### src/rtl/register_bank.sv
// Byte-addressed control/status register bank. It has read-only ID registers, a scratch
// register, NUM_OUT output registers, and NUM_KEYS debounced key inputs with a maskable event interrupt.
module register_bank #(
    parameter logic [7:0] DEV_TYPE        = 8'hA5,
    parameter logic [7:0] VERSION         = 8'h02,
    parameter int         NUM_OUT         = 4,
    parameter int         OUT_W           = 4,
    parameter int         NUM_KEYS        = 1,
    parameter int         DEBOUNCE_CYCLES = 16
) (
    input  logic                     clk,
    input  logic                     rst,
    input  logic [7:0]               addr,
    input  logic [7:0]               dataIn,
    input  logic                     writeEn,
    output logic [7:0]               dataOut,
    output logic [NUM_OUT*OUT_W-1:0] outRegs,
    input  logic [NUM_KEYS-1:0]      keys,
    output logic                     irq
);

    localparam int         CW         = $clog2(DEBOUNCE_CYCLES + 1);
    localparam logic [7:0] A_DEV      = 8'h00;
    localparam logic [7:0] A_VER      = 8'h01;
    localparam logic [7:0] A_KSTATE   = 8'h02;
    localparam logic [7:0] A_KEVENT   = 8'h03;
    localparam logic [7:0] A_MASK     = 8'h04;
    localparam logic [7:0] A_SCRATCH  = 8'h05;
    localparam int         OUT_BASE   = 16;

    logic [NUM_KEYS-1:0] sync1_q, sync2_q;
    logic [NUM_KEYS-1:0] deb_q, deb_d;
    logic [CW-1:0]       cnt_q [NUM_KEYS];
    logic [CW-1:0]       cnt_d [NUM_KEYS];
    logic [NUM_KEYS-1:0] event_q, event_d, event_clr;
    logic [NUM_KEYS-1:0] mask_q, mask_d;
    logic [7:0]          scratch_q, scratch_d;
    logic [OUT_W-1:0]    out_q [NUM_OUT];
    logic [OUT_W-1:0]    out_d [NUM_OUT];
    logic [7:0]          data_out_q, rd_data;

    // Debounce: a key toggles only after its synchronised level has differed
    // from the debounced state for DEBOUNCE_CYCLES consecutive cycles.
    always_comb begin
        // NOTE: every combinational output gets a default first, so no path leaves it unassigned and no latch is inferred.
        deb_d = deb_q;
        for (int k = 0; k < NUM_KEYS; k++) begin
            cnt_d[k] = '0;
            if (sync2_q[k] != deb_q[k]) begin
                if (cnt_q[k] == CW'(DEBOUNCE_CYCLES - 1)) begin
                    deb_d[k] = ~deb_q[k];
                end else begin
                    cnt_d[k] = cnt_q[k] + CW'(1);
                end
            end
        end
    end

    always_comb begin
        mask_d    = mask_q;
        scratch_d = scratch_q;
        event_clr = '0;
        out_d     = out_q;
        if (writeEn) begin
            case (addr)
                A_KEVENT:  event_clr = dataIn[NUM_KEYS-1:0];
                A_MASK:    mask_d    = dataIn[NUM_KEYS-1:0];
                A_SCRATCH: scratch_d = dataIn;
                default: begin
                    for (int i = 0; i < NUM_OUT; i++) begin
                        if (addr == 8'(OUT_BASE + i)) out_d[i] = dataIn[OUT_W-1:0];
                    end
                end
            endcase
        end
        // A rising edge in the same cycle as a W1C clear wins.
        event_d = (event_q & ~event_clr) | (deb_d & ~deb_q);
    end

    // Reads sample the pre-write register contents.
    always_comb begin
        rd_data = '0;
        case (addr)
            A_DEV:     rd_data = DEV_TYPE;
            A_VER:     rd_data = VERSION;
            A_KSTATE:  rd_data[NUM_KEYS-1:0] = deb_q;
            A_KEVENT:  rd_data[NUM_KEYS-1:0] = event_q;
            A_MASK:    rd_data[NUM_KEYS-1:0] = mask_q;
            A_SCRATCH: rd_data = scratch_q;
            default: begin
                for (int i = 0; i < NUM_OUT; i++) begin
                    if (addr == 8'(OUT_BASE + i)) rd_data[OUT_W-1:0] = out_q[i];
                end
            end
        endcase
    end

    // NOTE: sequential state uses non-blocking assignments only, so every flop samples the values from before the edge.
    always_ff @(posedge clk) begin
        if (rst) begin
            sync1_q    <= '0;
            sync2_q    <= '0;
            deb_q      <= '0;
            event_q    <= '0;
            mask_q     <= '0;
            scratch_q  <= '0;
            data_out_q <= '0;
            for (int k = 0; k < NUM_KEYS; k++) cnt_q[k] <= '0;
            // NOTE: the output array is a handful of flops driving pins, not a RAM, so resetting it is cheap and keeps the pins defined.
            for (int i = 0; i < NUM_OUT; i++) out_q[i] <= '0;
        end else begin
            sync1_q    <= keys;
            sync2_q    <= sync1_q;
            deb_q      <= deb_d;
            event_q    <= event_d;
            mask_q     <= mask_d;
            scratch_q  <= scratch_d;
            data_out_q <= rd_data;
            for (int k = 0; k < NUM_KEYS; k++) cnt_q[k] <= cnt_d[k];
            for (int i = 0; i < NUM_OUT; i++) out_q[i] <= out_d[i];
        end
    end

    for (genvar i = 0; i < NUM_OUT; i++) begin : g_out
        assign outRegs[i*OUT_W +: OUT_W] = out_q[i];
    end

    assign dataOut = data_out_q;
    assign irq     = |(event_q & mask_q);

endmodule
### config.mk
export PLATFORM = sky130hd
export DESIGN_NAME = register_bank
export DESIGN_NICKNAME = d
export VERILOG_FILES = /design/src/rtl/register_bank.sv
export SDC_FILE = /design/constraint.sdc
export NUM_CORES = 1
export LEC_CHECK = 0
export BUFFER_PORTS_ARGS = -buffer_cell sky130_fd_sc_hd__buf_2
export CAP_MARGIN = 25
export CORE_AREA = 5 5 68 70
export DETAILED_ROUTE_END_ITERATION = 10
export DIE_AREA = 0 0 73 75
export GPL_TIMING_DRIVEN = 0
export HOLD_SLACK_MARGIN = 0.1
export PLACE_DENSITY = 0.82
export SLEW_MARGIN = 20
export SYNTH_ARGS = -nofsm -noshare
export SYNTH_HDL_FRONTEND = slang
export SYNTH_SLANG_ARGS = --single-unit
export TNS_END_PERCENT = 50
### constraint.sdc
create_clock -name clk -period 2 [get_ports clk]
set_clock_uncertainty 0.2 [all_clocks]
set_input_delay 0.3 -clock clk [delete_from_list [all_inputs] [get_ports clk]]
set_output_delay 0.3 -clock clk [all_outputs]
set_load 0.02 [all_outputs]
==> Word level (Yosys, flattened, before mapping) <==
Memory sizes are Yosys's and may differ from the RTL's.
Cells that the tools add are included.
W data, S select, Z words.
{ "classes": {"bitwise_logic": 7, "eq_ne": 11, "mux": 18, "n_addsub": 1, "n_reduce_logical": 10} }
{ "ops": {"columns": ["operator", "count"], "rows": [
  ["$eq A8 B5 Y1 const B", 4],
  ["$eq A8 B2 Y1 const B", 2],
  ["$eq A8 B3 Y1 const B", 2],
  ["$mux W4", 4],
  ["$mux W5", 3],
  ["$pmux W3 S4", 1],
  ["$reduce_and A3 Y1", 4],
  ["$eq A8 B1 Y1 const B", 1],
  ["$logic_not A8 Y1", 1],
  ["$mux W1", 8],
  ["$pmux W4 S2", 1],
  ["$pmux W1 S6", 1],
  ["$reduce_or A3 Y1", 2],
  ["$add A5 B1 Y5 const B", 1],
  ["$eq A5 B4 Y1 const B", 1],
  ["$reduce_or A5 Y1", 1],
  ["$reduce_and A2 Y1", 2],
  ["$and A1 B1 Y1", 3],
  ["$not A1 Y1", 3],
  ["$ne A1 B1 Y1", 1],
  ["$or A1 B1 Y1", 1]
]} }
{ "word_totals": {"memories": 1, "in_bits": 20, "wordCells": 59, "mem_bits_rw": 5, "ff_bits": 37} }
{ "memory_table": {"columns": ["name", "words", "word_bits", "read_ports", "rd_ports_with_merged_regs", "write_ports", "line_no", "text"], "rows": [
  ["cnt_q", 1, 5, 1, 0, 1, "33", "logic [CW-1:0] cnt_q [NUM_KEYS];"]
]} }

==> Depth between registers and ports, before layout <==
Gate-level depths: netlist (run 1).
{ "depth": {"depth_word": 6, "ltp_mapped": 6, "depth_no_buf": 5} }

==> Worst setup path after synthesis (run 1) <==
OpenSTA, ideal clock, no wires.
{ "synth_timing": {"path_kind": "input port to flip-flop", "start": "in addr[5]", "end": "reg scratch_q[4]", "path_stages": 5, "path_buffers": 1, "required_ns": 1.672, "arrival_time_ns": 1.639, "setup_ns": 0.128, "setup_slack_ns": 0.033, "cell_sequence": "or4_1 -> buf_2 -> nor3_4 -> mux2i_1 -> nor2_1"} }
{ "synth_between": {"elab_chain_len": 2} }
{ "synth_rtl": {"columns": ["item", "line_no", "text"], "rows": [
  ["from (decl)", "13", "input logic [7:0] addr,"],
  ["$eq A8 B3 Y1", "65", "case (addr)"],
  ["$reduce_and A2 Y1 (no line)", null, null],
  ["to (signal assigned)", "117", "scratch_q <= scratch_d;"],
  ["to (decl)", "37", "logic [7:0] scratch_q, scratch_d;"]
]} }
No other way between the ends.
A chain may end at the register's enable or synchronous reset.

==> Worst setup path in the final report (run 1) <==
{ "layout_timing": {"start": "in addr[5]", "end": "reg data_out_q[0] (netlist: dataOut[0])"} }
{ "layout_between": {"elab_chain_len": 6} }
{ "layout_rtl": {"columns": ["item", "line_no", "text"], "rows": [
  ["$eq A8 B5 Y1", "92", "if (addr == 8'(OUT_BASE + i)) rd_data[OUT_W-1:0] = out_q[i];"],
  ["$mux W4 (4 in series)", "92", null],
  ["$pmux W1 S6 *", "83", "case (addr)"],
  ["to (signal assigned)", "118", "data_out_q <= rd_data;"],
  ["to (decl)", "40", "logic [7:0] data_out_q, rd_data;"]
]} }
Every way passes the cells marked *; elsewhere a longest branch is shown, timed or not.

==> metrics, run 1 <==
global-route wire length before repair=7.16 mm; WHS=113 ps; number of remaining DRC errors=0; Mapped Area=0.00179 mm²; Post-Synth Adder-Cell Area=0.0139; worst skew pair latency=300 ps; final count of hold timing violations=0; Syn Nets=204; P_leak=0.000885 µW; most frequent cells after synthesis=dfxtp_1 (42), nor2_1 (31), mux2i_1 (22), nand3_1 (10), clkbuf_1 (8); vias in the first global route=1506; Port Buf Inserts=41; clk sink count=42; TritonCTS buffer count=5; top-count cell post-synth=dfxtp_1; yosys warns=0; die area=0.00548 mm²; Setup Buffers After CTS=0; maximum vdd drop=416 µV; period utilisation layout=0.972; top cell type's share of synthesized area=0.469; DR iter-0 viols=70; Critical Path RT=2000 ps; share of layout cells above drive strength 1=0.253; reg2reg end=cnt_q[0][2]$_SDFF_PP0_; total track usage=0.172; Area contributors post-synth=dfxtp_1 (47%), mux2i_1 (12%), nor2_1 (6.5%), mux4_2 (5.0%), nand3_1 (2.8%); Synth Area in Compound Gates=0.0704; grt ovf=0; layout overhead on the synthesized area=24.0%; root buffer cell=clkbuf_8; min Tclk post-route=1940 ps; Setup Viol. Count Final=0; H-tree depth=2; flop2flop setup slack=180 ps; maximum root-to-sink buffer count=2; n_diodes=0; cell row count=23; Crit Path Class=input port to register; worst-margin pin slew=594 ps; Die X=73 µm; worst hold path type=input port to register; post-synthesis mux area share=0.173; status=finished, final reports clean; Reg2Reg Depth=5; IO Count=45; area of the multi-input gates=906 µm²; CP Launch Type=input port; flop and latch count out of synthesis=42; Post-synth EDFFs=0; antenna violations before repair=0; vias per cell=5.23; DP HPWL=3.15 mm; dpl cell area=0.00206 mm²; 1st-pass router iterations=4; Post-Synthesis Cells=182; Min-Delay Startpoint=dataIn[2]; Initial Utilization=0.458; Via Count=1502; global placement routability congestion=0.809; Total Wirelength=4.32 mm; Final Max Tran Viols=0; CP Max Fanout=8; hold path cells=3; total power=1510 µW; Layout Nets=258; largest family of logic cells by synthesized area=simple AND/OR/NAND/NOR gates; f_max=515 MHz; power per cell area=681 mW/mm²; core area=0.00391 mm²; cell area after layout=0.00222 mm²; synth unique cells=38; XOR/XNOR Fraction of Synth Area=0.0146; sink of the worst hold path=outRegs[2]$_SDFFE_PP0P_; Post-synth ARST share=0; post-DR wirelength/cell=15.0 µm; TritonCTS clock tree=done; worst r2r src=cnt_q[0][0]$_SDFF_PP0_; clock-pin transition on the worst setup and hold timing paths=70 ps; unrepaired setup endpoints after global routing=true; Most used DFF post-synth=dfxtp_1; # fillers=357; Critical Path AT=1950 ps; largest net degree at the start of global routing=13; Die Span Y=75 µm; sequential area share after synthesis=0.469; Synth Area in Simple Gates=0.227; mean post-synth cell area=9.86 µm²; register area=841 µm²; Worst slew margin=0.603; max-cap viol count=0; Antenna Violating Nets Remaining=0; Yosys top cell by area=dfxtp_1; CP endpoint kind=register
-- what timing repair did --
item / 4_1_cts / 5_1_grt
hold buffers: 6 / 0
hold endpoints to repair: 6 / 0
endpoints found under the setup margin: 0 / 15
gates resized for setup: 0 / 2
-- where the power goes --
group	internal, µW	leakage (µW)	switching, µW
clock network	278	0.0000482	285
logic	42.7	0.000498	67.2
registers	839	0.000339	1.71
-- final cells by class --
cell class,instances,area share
Inverter,4,0.00675
Multi-Input combinational cell,125,0.407
Clock inverter,1,0.00225
Clock buffer,7,0.0388
Sequential cell,42,0.378
Buffer,11,0.0197
Tap cell,50,0.0281
Timing Repair Buffer,47,0.119
-- cell families (layout without fill, tap and decap cells) --
family | Yosys count | in the layout
and+or+nand+nor | 75 | 75
DFF | 42 | 42
muxes | 26 | 26
AOI/OAI and AO/OA | 19 | 19
buffers and inverters | 15 | 70
xor gates and xnor gates | 3 | 3
adders and majority gates | 2 | 2
-- cells in the final DEF (no fill, tap or decap), types with 2 or more instances in the layout --
master / count
a2111oi_0: 2
a21oi_1: 7
and2_1: 3
buf_2: 43
clkbuf_1: 9
clkbuf_8: 6
dfxtp_1: 42
dlygate4sd3_1: 6
ha_1: 2
inv_1: 4
mux2i_1: 22
mux4_2: 4
nand2_1: 7
nand2b_1: 2
nand3_1: 10
nand4b_1: 2
nor2_1: 31
nor2b_1: 6
nor3_1: 2
nor3_4: 2
o21ai_0: 3
or3_1: 2
xnor2_1: 2
-- sequential cells by signal, indices dropped and copies added, names as in the netlist --
name,flops
mask_q,1
cnt_q,5
outRegs,16
sync2_q,1
scratch_q,8
dataOut,8
event_q,1
sync1_q,1
deb_q,1
-- metrics by stage --
step / setup TNS (ps) / std cells / util / worst slack [ps]
after floorplan: 0 / 182 / - / 33.1
after global placement: -4520 / 273 / 0.527 / -226
after detailed placement: -5190 / 273 / 0.527 / -265
after CTS: 0 / 287 / 0.566 / 52.5
after global routing: -88.3 / 287 / 0.568 / -26.5
final: 0 / 287 / 0.568 / 56.4
-- critical path, cell delays in order --
cell	delay [ps]
buf_2	110
or4_1	500
buf_2	190
nor2_1	490
a21oi_1	140
nor3_1	200
-- worst max path at each step --
stage,from,endpoint,slack [ps],cells past startpoint
final,addr[5],dataOut[0]$_SDFF_PP0_,60,6
after global routing,addr[5],scratch_q[0]$_SDFFE_PP0P_,-30,6
after CTS,addr[5],scratch_q[6]$_SDFFE_PP0P_,50,6
after detailed placement,addr[5],scratch_q[6]$_SDFFE_PP0P_,-270,6
after global placement,addr[5],scratch_q[6]$_SDFFE_PP0P_,-230,6
after floorplan,addr[5],scratch_q[4]$_SDFFE_PP0P_,30,5
-- per-layer routing --
metal / track usage / vias to the layer above / part of all wire
li1: - / 750 / -
met1: 0.222 / 674 / 0.44
met2: 0.277 / 72 / 0.47
met3: 0.0387 / 6 / 0.081
met4: 0.0717 / 0 / 0.016
met5: 0 / - / 0
No activity file was read; power rests on OpenSTA's default activity.
==> inputs of run 2 (changes only) <==
--- a/config.mk
+++ b/config.mk
@@ -7,12 +7,12 @@
 export LEC_CHECK = 0
 export BUFFER_PORTS_ARGS = -buffer_cell sky130_fd_sc_hd__buf_2
 export CAP_MARGIN = 25
-export CORE_AREA = 5 5 68 70
+export CORE_AREA = 5 5 65 67
 export DETAILED_ROUTE_END_ITERATION = 10
-export DIE_AREA = 0 0 73 75
+export DIE_AREA = 0 0 70 72
 export GPL_TIMING_DRIVEN = 0
 export HOLD_SLACK_MARGIN = 0.1
-export PLACE_DENSITY = 0.82
+export PLACE_DENSITY = 0.86
 export SLEW_MARGIN = 20
 export SYNTH_ARGS = -nofsm -noshare
 export SYNTH_HDL_FRONTEND = slang
==> constraint.sdc (replaced) <==
create_clock -name clk -period 1.8 [get_ports clk]
set_clock_uncertainty 0.2 [all_clocks]
set_input_delay 0.27 -clock clk [delete_from_list [all_inputs] [get_ports clk]]
set_output_delay 0.27 -clock clk [all_outputs]
set_load 0.02 [all_outputs]
==> metrics, run 2 (synthesized netlist as in run 1, its figures left out) <==
total track usage=0.174 (+0.00228); TritonCTS buffer count=5 (unchanged); Port Buf Inserts=41 (unchanged); CP Launch Type=register; Total Wirelength=4.17 mm (-3.4%); IO Count=45 (unchanged); H-tree depth=2 (unchanged); post-DR wirelength/cell=14.4 µm (-4.4%); Critical Path RT=1860 ps (-140 ps); worst hold path type=input port to register; Die X=70 µm (-4.1%); commonest non-fill, non-tap cell in the layout=buf_2; TritonCTS clock tree=done; Final Max Tran Viols=0 (unchanged); Via Count=1557 (+3.7%); worst-margin pin slew=575 ps (-18.8 ps); vias per cell=5.37 (+2.6%); Layout Nets=263 (+1.9%); cell row count=22 (-4.3%); layout overhead on the synthesized area=29.5%; core area=0.00358 mm² (-8.6%); CP Max Fanout=3 (-5); DP HPWL=3.01 mm (-4.6%); CP endpoint kind=register; CP peak stage delay=480 ps (-20 ps); Critical Path AT=1830 ps (-120 ps); CP max-delay cell=mux4_2; Antenna Violating Nets Remaining=0 (unchanged); number of remaining DRC errors=0 (unchanged); max reg flops=16 (unchanged); clk sink count=42 (unchanged); maximum root-to-sink buffer count=2 (unchanged); vias in the first global route=1559 (+3.5%); antenna violations before repair=0 (unchanged); most frequent cells in the layout=buf_2 (42), dfxtp_1 (40), nor2_1 (30), mux2i_1 (22); power per cell area=791 mW/mm² (+16%); global placement routability congestion=0.864 (+6.8%); Initial Utilization=0.501 (+0.0430); n_diodes=0 (unchanged); max-cap viol count=0 (unchanged); grt ovf=0 (unchanged); root buffer cell=clkbuf_4; final count of hold timing violations=0 (unchanged); share of layout cells above drive strength 1=0.281 (+0.0278); total power=1840 µW (+21%); Util after Layout=0.649 (+0.0809); Crit Path Class=register to register; cells along the critical path=or3_1 -> mux4_2 -> a32o_2; 1st-pass router iterations=4 (unchanged); DR iter-0 viols=120 (+71%); f_max=564 MHz; Setup Viol. Count Final=0 (unchanged); min Tclk post-route=1770 ps; clock-pin transition on the worst setup and hold timing paths=120 ps (+50 ps); maximum vdd drop=581 µV (+40%); Worst slew margin=0.617 (+0.0140); global-route wire length before repair=7.05 mm (-1.5%); status=finished, final reports clean; Die Span Y=72 µm (-4.0%); worst skew pair latency=360 ps (+60 ps); die area=0.00504 mm² (-7.9%); period utilisation layout=0.985; largest net degree at the start of global routing=14 (+1); P_leak=0.000934 µW (+5.5%)
-- run 2: changes by cell type in the layout (fill, tap and decap cells not counted), sizes merged --
cell,before,now
dlygate4sd3,6,10
bufinv,0,2
buf,44,45
clkbuf,15,14
clkinv,1,0
-- run 2: worst paths after layout --
| kind | slack [ps] | startpoint | depth (start not counted) | end |
|---|---|---|---|---|
| setup / recovery | 30 | outRegs[15]$_SDFFE_PP0P_ | 3 | dataOut[3]$_SDFF_PP0_ |
| hold / removal | 150 | addr[4] | 4 | dataOut[0]$_SDFF_PP0_ |
| setup reg to reg | 30 | outRegs[15]$_SDFFE_PP0P_ | 3 | dataOut[3]$_SDFF_PP0_ |
| hold reg to reg | 220 | cnt_q[0][0]$_SDFF_PP0_ | 1 | cnt_q[0][0]$_SDFF_PP0_ |
-- run 2: layout make-up --
class | count | area [µm²]
clock buffers | 6 | 51.3
multi-input cells | 125 | 918
repair buffers | 52 | 325
fillers | 313 | 1250
well taps | 48 | 60.1
plain buffers | 11 | 50.0
flip-flops and latches | 42 | 843
clock inverters | 2 | 60.1
inverters | 4 | 15.0
-- run 2: where the power goes --
part	internal, µW	leakage, µW	switching, µW	total, µW
registers	933	0.000340	1.75	935
logic	55.2	0.000535	76.0	131
clock network	470	0.0000585	301	771
total	1460	0.000934	378	1840
-- run 2: routing by layer --
metal,global-route usage,wire (µm),part of all wire,vias up
met1,0.213,1740,0.42,717
li1,-,-,-,759
met4,0.0638,100,0.024,0
met2,0.286,1990,0.48,66
met5,0,0,0,-
met3,0.0582,342,0.082,15
-- run 2: through the flow --
stage / instance area [µm²] / instances / hold WS (ps) / setup TNS (ps) / setup slack (ps)
6_report: 2320 / 290 / 152 / 0 / 27.9
5_1_grt: 2320 / 290 / 147 / -19.4 / -12.0
4_1_cts: 2290 / 289 / 126 / -13.9 / -13.9
3_5_place_dp: 2070 / 271 / 230 / -9900 / -435
3_3_place_gp: 2070 / 271 / 222 / -9700 / -389
2_1_floorplan: 1800 / 182 / 198 / -1280 / -126
-- run 2: what timing repair did --
action                                  CTS  global route
endpoints found under the setup margin    2            20
hold endpoints to repair                 27             0
resized for setup                         1             6
hold buffers                             10             0
gates cloned                              0             0
setup buffers                             0             1
pin swaps                                 1             2
-- run 2: critical path: cells and delay by family (launching register included) --
family           cells  cell delay, ps
multiplexers         1             480
AND/OR/NAND/NOR      1             380
flip-flops           1             340
AO/OA/AOI/OAI        1             280
==> inputs of run 3 (changes only) <==
--- a/config.mk
+++ b/config.mk
@@ -7,12 +7,12 @@
 export LEC_CHECK = 0
 export BUFFER_PORTS_ARGS = -buffer_cell sky130_fd_sc_hd__buf_2
 export CAP_MARGIN = 25
-export CORE_AREA = 5 5 65 67
+export CORE_AREA = 4 4 67 69
 export DETAILED_ROUTE_END_ITERATION = 10
-export DIE_AREA = 0 0 70 72
+export DIE_AREA = 0 0 71 73
 export GPL_TIMING_DRIVEN = 0
 export HOLD_SLACK_MARGIN = 0.1
-export PLACE_DENSITY = 0.86
+export PLACE_DENSITY = 0.82
 export SLEW_MARGIN = 20
 export SYNTH_ARGS = -nofsm -noshare
 export SYNTH_HDL_FRONTEND = slang
==> constraint.sdc (replaced) <==
create_clock -name clk -period 1.5 [get_ports clk]
set_clock_uncertainty 0.2 [all_clocks]
set_input_delay 0.225 -clock clk [delete_from_list [all_inputs] [get_ports clk]]
set_output_delay 0.225 -clock clk [all_outputs]
set_load 0.02 [all_outputs]
==> metrics, run 3 (synthesized netlist as in run 1, its figures left out) <==
status=finished with violations; failing checks=setup timing; combinational power share=0.082 (+0.011); vias in the first global route=1609 (+3.2%); n_diodes=0 (unchanged); cell row count=23 (+4.5%); power per cell area=883 mW/mm² (+12%); CP Launch Type=register; TritonCTS buffer count=5 (unchanged); CP Max Fanout=2 (-1); Reg power frac=0.509 (about the same); WHS=109 ps (-42.8 ps); Crit Path Class=register to register; CP startpoint=outRegs[15]$_SDFFE_PP0P_; final count of hold timing violations=0 (unchanged); non-filler cells, final=298 (+2.8%); Final WS setup=-170 ps (-198 ps); global placement routability congestion=0.812 (-6.1%); die area=0.00518 mm² (+2.8%); period utilisation layout=1.11 (+0.129); global-route wire length before repair=7.82 mm (+11%); CP max-delay cell=mux4_2; CP endpoint kind=register; total track usage=0.192 (+0.0177); total power=2200 µW (+20%); Initial Utilization=0.458 (-0.0430); maximum vdd drop=630 µV (+8.5%); unrepaired setup endpoints after global routing=true; Worst slew margin=0.633 (+0.0159); antenna violations before repair=0 (unchanged); DR iter-0 viols=112 (-6.7%); min Tclk post-route=1670 ps (-102 ps); Power Internal=1690 µW (+16%); number of remaining DRC errors=0 (unchanged); Psw=510 µW (+35%); worst-margin pin slew=551 ps (-23.9 ps); worst skew pair latency=300 ps (-60 ps); Layout Nets=269 (+2.3%); most frequent cells in the layout=buf_2 (40), dfxtp_1 (39), nor2_1 (26), mux2i_1 (21), nand3_1 (10); Total Wirelength=4.55 mm (+9.0%); vias per cell=5.47 (+1.8%); maximum root-to-sink buffer count=2 (unchanged); worst hold path type=input port to register; cells along the critical path=or3_1 -> mux4_2 -> a32o_1; worst r2r src=outRegs[15]$_SDFFE_PP0P_; clk sink count=42 (unchanged); clock power share=0.410 (-0.010); core area=0.00391 mm² (+9.4%); Final Max Tran Viols=0 (unchanged); DP HPWL=3.08 mm (+2.4%); H-tree depth=2 (unchanged); Via Count=1629 (+4.6%); P_leak=0.000980 µW (+5.0%); Min-Delay Startpoint=rst; commonest non-fill, non-tap cell in the layout=buf_2; Critical Path AT=1650 ps (-180 ps); Setup Viol. Count Final=27 (+27); 1st-pass router iterations=5 (+1); clock-pin transition on the worst setup and hold timing paths=80 ps (-40 ps); max reg flops=16 (unchanged); TritonCTS clock tree=done; Net Sw Frac=0.231 (+0.0254); root buffer cell=clkbuf_8; Die X=71 µm (+1.4%); share of layout cells above drive strength 1=0.375 (+0.0940); Port Buf Inserts=41 (unchanged); dpl cells=273 (+0.74%); f_max=599 MHz (+6.1%); IO Count=45 (unchanged); Critical Path RT=1480 ps (-380 ps); grt ovf=0 (unchanged); largest net degree at the start of global routing=15 (+1); CP peak stage delay=490 ps (about the same); post-DR wirelength/cell=15.3 µm (+6.1%); Antenna Violating Nets Remaining=0 (unchanged); layout overhead on the synthesized area=39.1%; max-cap viol count=0 (unchanged); Die Span Y=73 µm (+1.4%)
==> run 3: per-stage QoR <==
stage | cell area [µm²] | utilization | setup WS [ps] | setup TNS (ps)
floorplan | 1810 | - | -381 | -8520
global placement | 2080 | 0.530 | -640 | -18670
detailed placement | 2080 | 0.530 | -670 | -18980
CTS | 2410 | 0.615 | -167 | -2200
global route | 2500 | 0.638 | -199 | -2590
finish | 2500 | 0.638 | -170 | -1200
==> run 3: layout make-up <==
class / count / area [µm²]
Fill cell: 333 / 1420
Multi-Input combinational cell: 125 / 1020
Sequential cell: 42 / 845
Timing Repair Buffer: 60 / 403
Clock buffer: 5 / 68.8
Tap cell: 50 / 62.6
Clock inverter: 3 / 43.8
Buffer: 9 / 42.5
Inverter: 4 / 15.0
==> run 3: power by group through the flow <==
stage               Clock (µW)  Combinational, µW  Sequential, µW
floorplan                    0               75.3            1150
global route               964                197            1120
CTS                        919                164            1120
finish                     903                180            1120
detailed placement           0                133            1150
global placement             0                131            1150
==> run 3: critical path, delay by kind of cell (launching register included) <==
family	cells	cell delay [ps]
mux	1	490
simple gates	1	290
compound gates	1	250
flops	1	320
==> run 3: per-layer routing <==
metal | vias to the layer above | part of all wire | wire, µm | global-route usage
met2 | 70 | 0.49 | 2240 | 0.313
met5 | - | 0 | 0 | 0
met3 | 10 | 0.072 | 326 | 0.0510
met4 | 0 | 0.019 | 88 | 0.0564
li1 | 769 | - | - | -
met1 | 780 | 0.42 | 1890 | 0.250
==> run 3: repair_timing <==
action,CTS,global route
buffers inserted,5,5
hold endpoints to repair,26,0
hold buffers,9,0
setup endpoints to repair,40,36
cloned,0,0
pin swaps,11,6
resized for setup,21,14
==> run 3: final timing paths <==
check | end | slack [ps] | cells past startpoint
worst max register to register | dataOut[3]$_SDFF_PP0_ | -170 | 3
worst max-delay path | dataOut[3]$_SDFF_PP0_ | -170 | 3
worst min register to register | sync2_q$_SDFF_PP0_ | 260 | 1
worst min-delay path | sync2_q$_SDFF_PP0_ | 110 | 2
